File: config.mk
export PLATFORM = sky130hd
export DESIGN_NAME = d_fifo_reader
export DESIGN_NICKNAME = d
export VERILOG_FILES = /design/src/rtl/d_fifo_reader.sv
export SDC_FILE = /design/constraint.sdc
export NUM_CORES = 1
export LEC_CHECK = 0
export ABC_AREA = 0
export CAP_MARGIN = 20
export CORE_UTILIZATION = 47
export CTS_CLUSTER_DIAMETER = 200
export DETAILED_ROUTE_END_ITERATION = 8
export GPL_ROUTABILITY_DRIVEN = 0
export PLACE_DENSITY_LB_ADDON = 0.3
export SYNTH_ARGS = -nofsm -noshare
export SYNTH_HDL_FRONTEND = slang
export SYNTH_SLANG_ARGS = --single-unit
File: constraint.sdc
create_clock -name clk -period 2.55 [get_ports clk]
set_input_delay 0.6375 -clock clk [delete_from_list [all_inputs] [get_ports clk]]
set_output_delay 0.6375 -clock clk [all_outputs]
set_load 0.01 [all_outputs]
File: src/rtl/d_fifo_reader.sv
// d_fifo_reader: egress reader for destination FIFOs D0/D1.
// Pops with round-robin arbitration, registers the popped word with its
// destination index, honours downstream pause and counts delivered words.
module d_fifo_reader #(
  parameter int BW    = 6,
  parameter int CNT_W = 8
) (
  input  logic             clk,
  input  logic             reset_L,
  input  logic             D0_empty,
  input  logic             D1_empty,
  input  logic [BW-1:0]    D0_data_out,
  input  logic [BW-1:0]    D1_data_out,
  input  logic             egress_pause,
  output logic             D0_rd,
  output logic             D1_rd,
  output logic             egress_valid,
  output logic [BW-1:0]    egress_data,
  output logic             egress_dest,
  output logic [CNT_W-1:0] D0_count,
  output logic [CNT_W-1:0] D1_count,
  output logic             idle
);

  logic             w_d0Ready;
  logic             w_d1Ready;
  logic             w_d0Rd;
  logic             w_d1Rd;
  logic             w_anyRd;
  logic [BW-1:0]    w_inflightData;

  logic             r_lastGrant;
  logic             r_inflight;
  logic             r_inflightDest;
  logic             r_egressValid;
  logic [BW-1:0]    r_egressData;
  logic             r_egressDest;
  logic [CNT_W-1:0] r_d0Count;
  logic [CNT_W-1:0] r_d1Count;
  logic             r_idle;

  assign w_d0Ready = ~D0_empty;
  assign w_d1Ready = ~D1_empty;

  // Pop decision: reset and pause block all pops; a tie goes to the FIFO not served last.
  always_comb begin
    w_d0Rd = 1'b0;
    w_d1Rd = 1'b0;
    if (reset_L && !egress_pause) begin
      if (w_d0Ready && w_d1Ready) begin
        if (r_lastGrant) begin
          w_d0Rd = 1'b1;
        end else begin
          w_d1Rd = 1'b1;
        end
      end else if (w_d0Ready) begin
        w_d0Rd = 1'b1;
      end else if (w_d1Ready) begin
        w_d1Rd = 1'b1;
      end
    end
  end

  assign w_anyRd        = w_d0Rd | w_d1Rd;
  assign w_inflightData = r_inflightDest ? D1_data_out : D0_data_out;

  // Track the last grant and the pop whose data arrives on the next cycle.
  always_ff @(posedge clk or negedge reset_L) begin
    if (!reset_L) begin
      r_lastGrant    <= 1'b1;
      r_inflight     <= 1'b0;
      r_inflightDest <= 1'b0;
    end else if (w_anyRd) begin
      r_lastGrant    <= w_d1Rd;
      r_inflight     <= 1'b1;
      r_inflightDest <= w_d1Rd;
    end else begin
      r_inflight     <= 1'b0;
    end
  end

  // Capture the in-flight word onto the egress port; data/dest hold when nothing arrives.
  always_ff @(posedge clk or negedge reset_L) begin
    if (!reset_L) begin
      r_egressValid <= 1'b0;
      r_egressData  <= '0;
      r_egressDest  <= 1'b0;
    end else if (r_inflight) begin
      r_egressValid <= 1'b1;
      r_egressData  <= w_inflightData;
      r_egressDest  <= r_inflightDest;
    end else begin
      r_egressValid <= 1'b0;
    end
  end

  // Count delivered words per destination; overflow wraps silently.
  always_ff @(posedge clk or negedge reset_L) begin
    if (!reset_L) begin
      r_d0Count <= '0;
      r_d1Count <= '0;
    end else if (r_inflight) begin
      if (r_inflightDest) begin
        r_d1Count <= r_d1Count + CNT_W'(1);
      end else begin
        r_d0Count <= r_d0Count + CNT_W'(1);
      end
    end
  end

  // Idle when both FIFOs are empty, nothing is being popped and nothing is in flight.
  always_ff @(posedge clk or negedge reset_L) begin
    if (!reset_L) begin
      r_idle <= 1'b1;
    end else begin
      r_idle <= D0_empty & D1_empty & ~w_anyRd & ~r_inflight;
    end
  end

  assign D0_rd        = w_d0Rd;
  assign D1_rd        = w_d1Rd;
  assign egress_valid = r_egressValid;
  assign egress_data  = r_egressData;
  assign egress_dest  = r_egressDest;
  assign D0_count     = r_d0Count;
  assign D1_count     = r_d1Count;
  assign idle         = r_idle;

endmodule

==> results of run 1 <==
cell usage in the layout, fill, tap and decap left out:
master	count
and4b_1	1
and4_1	1
o21ai_0	1
clkdlybuf4s50_1	41
mux2_2	2
nand2b_1	2
ha_1	2
inv_1	2
and2b_1	1
mux2i_1	6
nand4_1	2
nand3b_4	1
dlygate4sd2_1	2
nor2b_1	1
nor3_2	2
buf_4	3
clkbuf_4	3
nor3_1	2
dfrtp_1	26
nor2_1	10
and3_1	2
dfstp_2	2
nand2_1	10
xnor2_1	9
a21o_1	2
xor2_1	5
clkbuf_8	1
a21oi_1	6
nand3_4	1
power by group through the flow:
stage,Sequential (mW),Combinational [mW],Clock (mW)
floorplan,0.670,0.160,0
global placement,0.649,0.410,0
detailed placement,0.656,0.421,0
CTS,0.647,0.423,0.221
global route,0.664,0.456,0.237
finish,0.647,0.415,0.214
critical path, cell delays in order:
cell and delay, ns:
clkdlybuf4s50_1 0.53, nand2b_1 0.11, nor3_1 0.23, dlygate4sd2_1 0.30
layer usage:
metal | vias to the layer above | GRT usage [%] | share of wire (%) | wire [µm]
met3 | 4 | 4.02 | 6.6 | 155
met1 | 436 | 21.7 | 41 | 957
met2 | 34 | 33.3 | 51 | 1210
met5 | - | 0 | 0 | 0
li1 | 433 | - | - | -
met4 | 0 | 9.21 | 1.6 | 38
through the flow:
step                setup TNS (ns)  total power, mW  setup WS [ns]
floorplan                        0            0.829          0.725
global placement            -0.194             1.06         -0.150
detailed placement          -0.306             1.08         -0.188
CTS                              0             1.29         0.0912
global route                     0             1.36         0.0257
finish                           0             1.28          0.106
area by class of cell:
type	count	area [µm²]
fillers	214	749
clock buffers	4	36.3
well taps	30	37.5
multi-input cells	69	493
repair buffers	46	450
inverters	2	7.51
flip-flops and latches	28	703
timing repair:
action | 4_1_cts | 5_1_grt
endpoints found under the hold margin | 0 | 0
setup endpoints to repair | 2 | 0
gates resized for setup | 2 | 0
cell families (layout without fill, tap and decap cells):
group | Yosys count | count (layout) | synth area share (%)
multiplexers | 8 | 8 | 6.71
adder cells (fa/ha/maj) | 2 | 2 | 2.03
XOR/XNOR | 14 | 14 | 9.96
buffers and inverters | 5 | 52 | 2.85
flip-flops | 28 | 28 | 57.1
AND/OR/NAND/NOR | 36 | 36 | 17.3
AO/OA/AOI/OAI | 9 | 9 | 4.06
how the worst max path moves through the flow:
stage | from | end | cells after the start
6_report | reset_L | D1_rd | 4
5_1_grt | reset_L | D1_rd | 4
4_1_cts | reset_L | D1_rd | 4
3_5_place_dp | reset_L | D1_rd | 4
3_3_place_gp | reset_L | D1_rd | 4
2_1_floorplan | egress_pause | D1_rd | 2
registers in the layout (all words and copies together) (netlist names):
name / flops
D0_count: 8
D1_count: 8
egress_data: 6
egress_dest: 1
egress_valid: 1
idle: 1
r_inflight: 1
r_inflightDest: 1
r_lastGrant: 1
==> results.md, run 1 <==
* Status: complete, no violations
* Clk network pwr share at ~17%
* Critical path required time at 1.91 ns
* Placed Area at 1690 µm²
* Total Die Area at around 2800 µm²
* Combinational power share at approximately a third
* CP endpoint kind: output pin
* Min-Delay Path Depth at 1
* Drt wl/cell at between 10 and 15 µm
* Final Cycle Share at 95.8%
* Post-CTS Setup Inserts at 0
* Clock buffer depth at 2
* Synth warn at 0
* Reg2Reg Setup Slack at between 1 and 1.5 ns
* Initial antenna violation count at 0
* Final Hold Violating Endpoints at 0
* Site row count at 18
* CTS buffer count at 3
* Vias in the first global route at 888
* Final setup fails at 0
* RSZ-0062 raised after global routing: false
* Seq/Total Area, Yosys at 57.1%
* Reg clk slew, reported paths at 0.14 ns
* Mapped Area at 1230 µm²
* Dpl cells at 175
* Worst setup SP type: primary input
* Unique masters post-synth at 26
* Synth Register Bits at 28
* Synth Flop Type: dfrtp_1
* NetSw at 388 µW
* Hold Crit Start: D0_count[7]
* Routed Antenna Nets at 0
* DRT Pass-1 Iters at 4
* Cts hold-fix bufs at 0
* Crit path arrival time at 1.81 ns
* Pleak at roughly 0.80 nW
* Worst hold path class: reg -> reg
* Yosys top cell by area: dfrtp_1
* Root Driver: clkbuf_4
* Switching portion of total power at a little over 30%
* Final instance area at ~1700 µm²
* Worst hold margin at between 0.4 and 0.5 ns
* Diodes inserted at 0
* Post-synth EDFFs at 0
* Int Power at 888 µW
* F_max at 409 MHz
* Remaining DRCs at 0
* Gate Count Post-Synth at 102
* Slew Limit Headroom at 62.4%
* Largest net degree at the start of global routing at 29
* Layout area overhead at 40.3%
* Via count at 907
* Post-Layout Cell Count at 179
* DP HPWL at 1.82 mm
* Total Routing Usage GR at 19.0%
* Maxcap violations at 0
* I/O pin count at 44
* Nets at 169
* GRT overflow at 0
* Worst clock skew at between 0.001 and 0.0015 ns
* Maximum VDD drop at roughly 0.00051 V
* FF-to-FF End: D1_count[7]
* Die X-Extent at around 53 µm
* R2R depth at 3
* H-tree level count at 1
* Most common cell in the netlist: dfrtp_1
* Clk Latency, worst-skew pair at 0.32 ns
* CTS sink cnt at 28
* First-pass GRT wire length at between 3 and 4 mm
* Synth top cells by count: dfrtp_1, nand2_1, nor2_1, xnor2_1
* Via density per instance at 5.07
* Synth area leaders: dfrtp_1, xnor2_1, mux2i_1
* Slew of the pin with the lowest slew margin at 0.564 ns
* Worst reg2reg startpoint: r_inflightDest
* Core Box Area at 2480 µm²
* Crit path time final at 2.44 ns
* Endpoint, Worst Hold: D0_count[7]
* Worst-path maximum fanout at 3
* Syn_area_per_cell at 12.1 µm²
* Port Buffers at 43
* Share of layout cells above drive strength 1 at 10.1%
* Net count after synthesis at 121
* Post-synth ARST share at 100%
* TritonCTS clock tree: built
* Reg power frac at about half
* Die Y-Extent at roughly 53 µm
* Post-synth top area share at between 50% and 60%
* Setup CP Type: in -> out
* Post-Route Utilization at 69.7%
* PwrDens at 738 nW/µm²
* Pins over their slew limit at 0
* Iteration-0 DRC Markers at 7
* Starting Density at between 40% and 50%
* WL final at roughly 2.4 mm
No activity file was read; power rests on OpenSTA's default activity.
==> run 2: changes to the inputs <==
- CAP_MARGIN: 20 -> not set
- CORE_UTILIZATION: 47 -> 39
- SKIP_LAST_GASP: not set -> 1
- clock period: 2.55 -> 2.15 ns (I/O delays scaled with it)
==> run 2 against run 1 <==
  * Sequential power up 18%
  * Critical endpoint is now D0_rd
  * Utilization down 12 points
  * Worst hold slack worse by 0.098 ns
  * Clock skew up 0.010 ns
  * Setup slack worse by 0.027 ns
  * Via count down 2.8%
==> results.md, run 2 (synthesized netlist as in run 1, its figures left out) <==
* Die X-Extent at 58.2 µm (was 53.2 µm)
* Via count at 882 (was 907)
* Routed Antenna Nets at 0 (unchanged)
* Cts hold-fix bufs at 0 (unchanged)
* Area occupied by multi-input gates at 498 µm² (was 493 µm²)
* Final setup TNS at 0 ns (unchanged)
* Drt wl/cell at 12.2 µm (was 13.2 µm)
* Pins over their slew limit at 0 (unchanged)
* Vias in the first global route at 920 (was 888)
* Worst setup SP type: primary input (unchanged)
* GRT overflow at 0 (unchanged)
* Setup CP Type: in -> out (unchanged)
* Critical path required time at 1.61 ns (was 1.91 ns)
* Fillers at 274 (was 214)
* Seq. cell area at 703 µm² (unchanged)
* PwrDens at 849 nW/µm² (was 738 nW/µm²)
* Final instance area at 1740 µm² (was 1730 µm²)
* Total Routing Usage GR at 16.0% (was 19.0%)
* Crit path time final at 2.07 ns
* WL final at 2.35 mm (was 2.36 mm)
* Share of layout cells above drive strength 1 at 11.4% (was 10.1%)
* Worst-path maximum fanout at 3 (unchanged)
* Layout area overhead at 41.2% (was 40.3%)
* Final setup fails at 0 (unchanged)
* First-pass GRT wire length at 4.02 mm (was 3.80 mm)
* Final Hold Violating Endpoints at 0 (unchanged)
* Clock buffer depth at 2 (unchanged)
* Most frequent cells in the layout: clkdlybuf4s50_1, dfrtp_1, nor2_1, nand2_1, xnor2_1 (unchanged)
* Site row count at 20 (was 18)
* Pleak at 0.792 nW (was 0.800 nW)
* Reg clk slew, reported paths at 0.15 ns (was 0.14 ns)
* Clk Latency, worst-skew pair at 0.32 ns (about the same)
* Maximum VDD drop at 0.000342 V (was 0.000512 V)
* Port Buffers at 43 (unchanged)
* TritonCTS clock tree: built (unchanged)
* Slew of the pin with the lowest slew margin at 0.581 ns (was 0.564 ns)
* Worst hold path class: in -> async (was reg -> reg)
* F_max at 483 MHz
* Placed Area at 1710 µm² (was 1690 µm²)
* Crit path arrival time at 1.53 ns (was 1.81 ns)
* Iteration-0 DRC Markers at 12 (was 7)
* H-tree level count at 1 (unchanged)
* Total Die Area at 3390 µm² (was 2830 µm²)
* Root Driver: clkbuf_4 (unchanged)
* Status: complete, no violations (unchanged)
* Remaining DRCs at 0 (unchanged)
* Largest net degree at the start of global routing at 29 (unchanged)
* Core Box Area at 3030 µm² (was 2480 µm²)
* Fin worst setup slack at 0.0787 ns (was 0.106 ns)
* CTS sink cnt at 28 (unchanged)
* Starting Density at 40.7% (was 49.7%)
* Slew Limit Headroom at 61.3% (was 62.4%)
* Initial antenna violation count at 0 (unchanged)
* CTS buffer count at 3 (unchanged)
* CP endpoint kind: output pin (unchanged)
* Final Cycle Share at 96.3%
* Diodes inserted at 0 (unchanged)
* Die Y-Extent at 58.2 µm (was 53.2 µm)
* Nets at 169 (unchanged)
* RSZ-0062 raised after global routing: false (unchanged)
* I/O pin count at 44 (unchanged)
* Via density per instance at 4.57 (was 5.07)
* Pre-CTS WS at -0.367 ns (was -0.188 ns)
* Commonest non-fill, non-tap cell in the layout: clkdlybuf4s50_1 (unchanged)
* Maxcap violations at 0 (unchanged)
* Worst clock skew at 0.0114 ns (was 0.00135 ns)
* DRT Pass-1 Iters at 4 (unchanged)
* DP HPWL at 1.80 mm (was 1.82 mm)
-- run 2: cell count changes in the layout (fill, tap and decap cells not counted) --
| cell | previous run | this run |
|---|---|---|
| dlygate4sd2_1 | 2 | 1 |
| buf_2 | 0 | 1 |
| nor3_2 | 2 | 3 |
| clkdlybuf4s15_2 | 0 | 1 |
| nor3_1 | 2 | 1 |
| clkbuf_1 | 0 | 1 |
| clkbuf_8 | 1 | 0 |
| clkdlybuf4s50_1 | 41 | 40 |
-- run 2: path summary, 6_finish.rpt --
path	startpoint	to	slack [ns]	cells past startpoint
setup / recovery	D1_empty	D0_rd	0.08	4
hold / removal	reset_L	D0_count[6]	0.40	2
setup reg to reg	r_inflightDest	D1_count[7]	0.72	3
hold reg to reg	D0_count[7]	D0_count[7]	0.48	1
max in group asynchronous	reset_L	r_lastGrant	1.43	2
min in group clk	D0_count[7]	D0_count[7]	0.48	1
-- run 2: cell type report --
type / instances / area share [%]
Tap cell: 44 / 3.17
Multi-Input combinational cell: 69 / 28.7
Inverter: 2 / 0.432
Sequential cell: 28 / 40.5
Timing Repair Buffer: 46 / 25.8
Clock buffer: 4 / 1.51
-- run 2: repair_timing --
action | 4_1_cts | 5_1_grt
gates cloned | 0 | 0
endpoints found under the setup margin | 2 | 1
resized for setup | 8 | 1
setup buffers | 0 | 0
pin swaps | 0 | 1
-- run 2: routing by layer --
layer	routed length, µm	part of all wire (%)	track usage (%)	vias up
met4	14	0.60	7.82	0
met2	1190	51	28.2	27
met1	1020	43	18.7	421
met3	126	5.4	2.68	2
li1	-	-	-	432
met5	0	0	0	-
-- run 2: per-stage QoR --
stage | power [mW] | cells | hold slack (ns) | util [%]
after floorplan | 0.984 | 102 | 0.242 | -
after global placement | 1.26 | 189 | 0.459 | 56.5
after detailed placement | 1.28 | 189 | 0.465 | 56.5
after CTS | 1.50 | 193 | 0.422 | 57.6
after global routing | 1.58 | 193 | 0.419 | 57.4
final | 1.47 | 193 | 0.400 | 57.4
-- run 2: critical path, stage by stage --
cell             delay (ns)
clkdlybuf4s50_1        0.51
nor2_1                 0.05
nor3_1                 0.18
clkdlybuf4s15_2        0.25
-- run 2: power breakdown --
| group | internal, mW | leakage, nW | switching, mW |
|---|---|---|---|
| sequential | 0.640 | 0.348 | 0.124 |
| clock | 0.0725 | 0.0150 | 0.143 |
| combinational | 0.309 | 0.429 | 0.186 |
==> run 3: changes to the inputs <==
- CORE_UTILIZATION: 39 -> 44
- clock period: 2.15 -> 2.3 ns (I/O delays scaled with it)
==> run 3 against run 2 <==
  * Count of clock-buffer cells in the layout unchanged
  * Combinational power down 6.9%
  * Setup slack worse by 0.00081 ns
  * Die area down 11%
  * Critical path type unchanged
  * Highest routed layer unchanged
==> results.md, run 3 (synthesized netlist as in run 1, its figures left out) <==
* Dpl cells at 174 (was 189)
* R2R depth at 3 (unchanged)
* Pleak at 0.799 nW (was 0.792 nW)
* Crit path time final at 2.22 ns
* Delay-heaviest family, CP: buffers and inverters (unchanged)
* Reg clk slew, reported paths at 0.15 ns (about the same)
* Pre-CTS WS at -0.377 ns (was -0.367 ns)
* Drt wl/cell at 13.0 µm (was 12.2 µm)
* Total Routing Usage GR at 18.9% (was 16.0%)
* Setup CP Type: in -> out (unchanged)
* Placed Area at 1690 µm² (was 1710 µm²)
* Commonest non-fill, non-tap cell in the layout: clkdlybuf4s50_1 (unchanged)
* Diodes inserted at 0 (unchanged)
* Worst-path maximum fanout at 3 (unchanged)
* Critical Path Max Stage Delay at 0.38 ns (was 0.51 ns)
* Slew of the pin with the lowest slew margin at 0.715 ns (was 0.581 ns)
* Maxcap violations at 0 (unchanged)
* Clk network pwr share at 15.0% (was 14.6%)
* Fillers at 218 (was 274)
* Routed Antenna Nets at 0 (unchanged)
* Final instance area at 1720 µm² (was 1740 µm²)
* Area occupied by multi-input gates at 498 µm² (unchanged)
* Pins over their slew limit at 0 (unchanged)
* GRT overflow at 0 (unchanged)
* Final setup TNS at 0 ns (unchanged)
* Buffer and inverter count on the worst path at 2 (unchanged)
* Vias in the first global route at 945 (was 920)
* Most frequent cells in the layout: clkdlybuf4s50_1, dfrtp_1, nor2_1, nand2_1, xnor2_1 (unchanged)
* Crit path arrival time at 1.65 ns (was 1.53 ns)
* Final Cycle Share at 96.6%
* Slew Limit Headroom at 52.3% (was 61.3%)
* Worst setup SP type: primary input (unchanged)
* WL final at 2.31 mm (was 2.35 mm)
* F_max at 450 MHz
* Via density per instance at 5.00 (was 4.57)
* DP HPWL at 1.75 mm (was 1.80 mm)
* Critical path required time at 1.73 ns (was 1.61 ns)
* Site row count at 18 (was 20)
* Iteration-0 DRC Markers at 12 (unchanged)
* Share of layout cells above drive strength 1 at 9.46% (was 11.4%)
* Largest net degree at the start of global routing at 29 (unchanged)
* NetSw at 430 µW (was 454 µW)
* Nets at 168 (was 169)
* Worst hold path class: in -> async (unchanged)
* Final Hold Violating Endpoints at 0 (unchanged)
* Status: complete, no violations (unchanged)
* Maximum VDD drop at 0.000516 V (was 0.000342 V)
* Combinational power share at 33.3% (was 33.6%)
* Reg power frac at 51.7% (was 51.8%)
* Via count at 890 (was 882)
* DRT Pass-1 Iters at 4 (unchanged)
* Initial antenna violation count at 0 (unchanged)
* CP max stage cell: clkdlybuf4s50_1 (unchanged)
* CTS sink cnt at 28 (unchanged)
* CP endpoint kind: output pin (unchanged)
* First-pass GRT wire length at 3.99 mm (was 4.02 mm)
* Switching portion of total power at 31.1% (was 30.8%)
* Crit-path cells: clkdlybuf4s50_1 > nand2b_1 > nor3_2 > dlygate4sd2_1 (was clkdlybuf4s50_1 > nor2_1 > nor3_1 > clkdlybuf4s15_2)
* RSZ-0062 raised after global routing: false (unchanged)
* Remaining DRCs at 0 (unchanged)
* Reg2Reg Setup Slack at 0.77 ns (was 0.72 ns)
* Worst clock skew at 0.0120 ns (was 0.0114 ns)
* TritonCTS clock tree: built (unchanged)
* Total Die Area at 3010 µm² (was 3390 µm²)
* Worst Setup SP: egress_pause (was D1_empty)
* CTS buffer count at 3 (unchanged)
* Seq. cell area at 703 µm² (unchanged)
* Clk Latency, worst-skew pair at 0.33 ns (was 0.32 ns)
* Worst reg2reg startpoint: r_inflight (was r_inflightDest)
* PwrDens at 806 nW/µm² (was 849 nW/µm²)
* Root Driver: clkbuf_4 (unchanged)
* Clock buffer depth at 2 (unchanged)
* Core Box Area at 2570 µm² (was 3030 µm²)
* Post-Layout Cell Count at 178 (was 193)
* CTS resizes at 3 (was 8)
* H-tree level count at 1 (unchanged)
* Layout area overhead at 39.5% (was 41.2%)
* Die X-Extent at 54.9 µm (was 58.2 µm)
* FF-to-FF End: D1_count[7] (unchanged)
* Post-CTS Setup Inserts at 0 (unchanged)
* Post-Route Utilization at 66.9% (was 57.4%)
* Port Buffers at 43 (unchanged)
* Cts hold-fix bufs at 0 (unchanged)
* Die Y-Extent at 54.9 µm (was 58.2 µm)
* Int Power at 955 µW (was 1.02 mW)
* Starting Density at 48.0% (was 40.7%)
* I/O pin count at 44 (unchanged)
* Fin worst setup slack at 0.0779 ns (was 0.0787 ns)
* Final setup fails at 0 (unchanged)
## run 3: cell types whose count changed in the layout (fill, tap and decap cells not counted), sizes merged
cell,previous run,this run
buf,4,2
clkdlybuf4s15,1,0
dlygate4sd2,1,2
dlymetal6s2s,0,1
## run 3: final cells by class
class	instances	share of cell area [%]
flip-flops and latches	28	40.9
multi-input cells	69	29.0
repair buffers	45	25.9
well taps	30	2.18
clock buffers	4	1.53
inverters	2	0.437
## run 3: worst max-delay path by stage
stage	to	slack (ns)	cells past startpoint
floorplan	D1_rd	0.60	2
global placement	D1_rd	-0.30	4
detailed placement	D1_rd	-0.38	4
CTS	D1_rd	-0.04	4
global route	D1_rd	0.008	4
finish	D1_rd	0.08	4
## run 3: power groups by stage
stage / sequential, mW / combinational [mW] / clock (mW)
after global placement: 0.722 / 0.454 / 0
after global routing: 0.739 / 0.511 / 0.238
after detailed placement: 0.728 / 0.469 / 0
after CTS: 0.719 / 0.471 / 0.220
final: 0.716 / 0.461 / 0.208
after floorplan: 0.743 / 0.177 / 0
## run 3: per-stage QoR
stage                     hold WS (ns)  total power [mW]
after floorplan                  0.279             0.920
after CTS                        0.491              1.41
after global placement           0.461              1.18
after global routing             0.383              1.49
final                            0.352              1.39
after detailed placement         0.471              1.20
## run 3: layer usage
metal,part of all wire [%],GRT usage [%],vias to the layer above
met5,0,0,-
met4,1.3,7.08,0
met3,6.2,6.01,4
met2,48,32.5,32
met1,45,22.0,424
li1,-,-,430
## run 3: worst reg2reg max path, stage by stage, from the launching register on
cell     delay [ns]
dfrtp_1        0.83
and4_1         0.34
nand4_1        0.13
xnor2_1        0.14
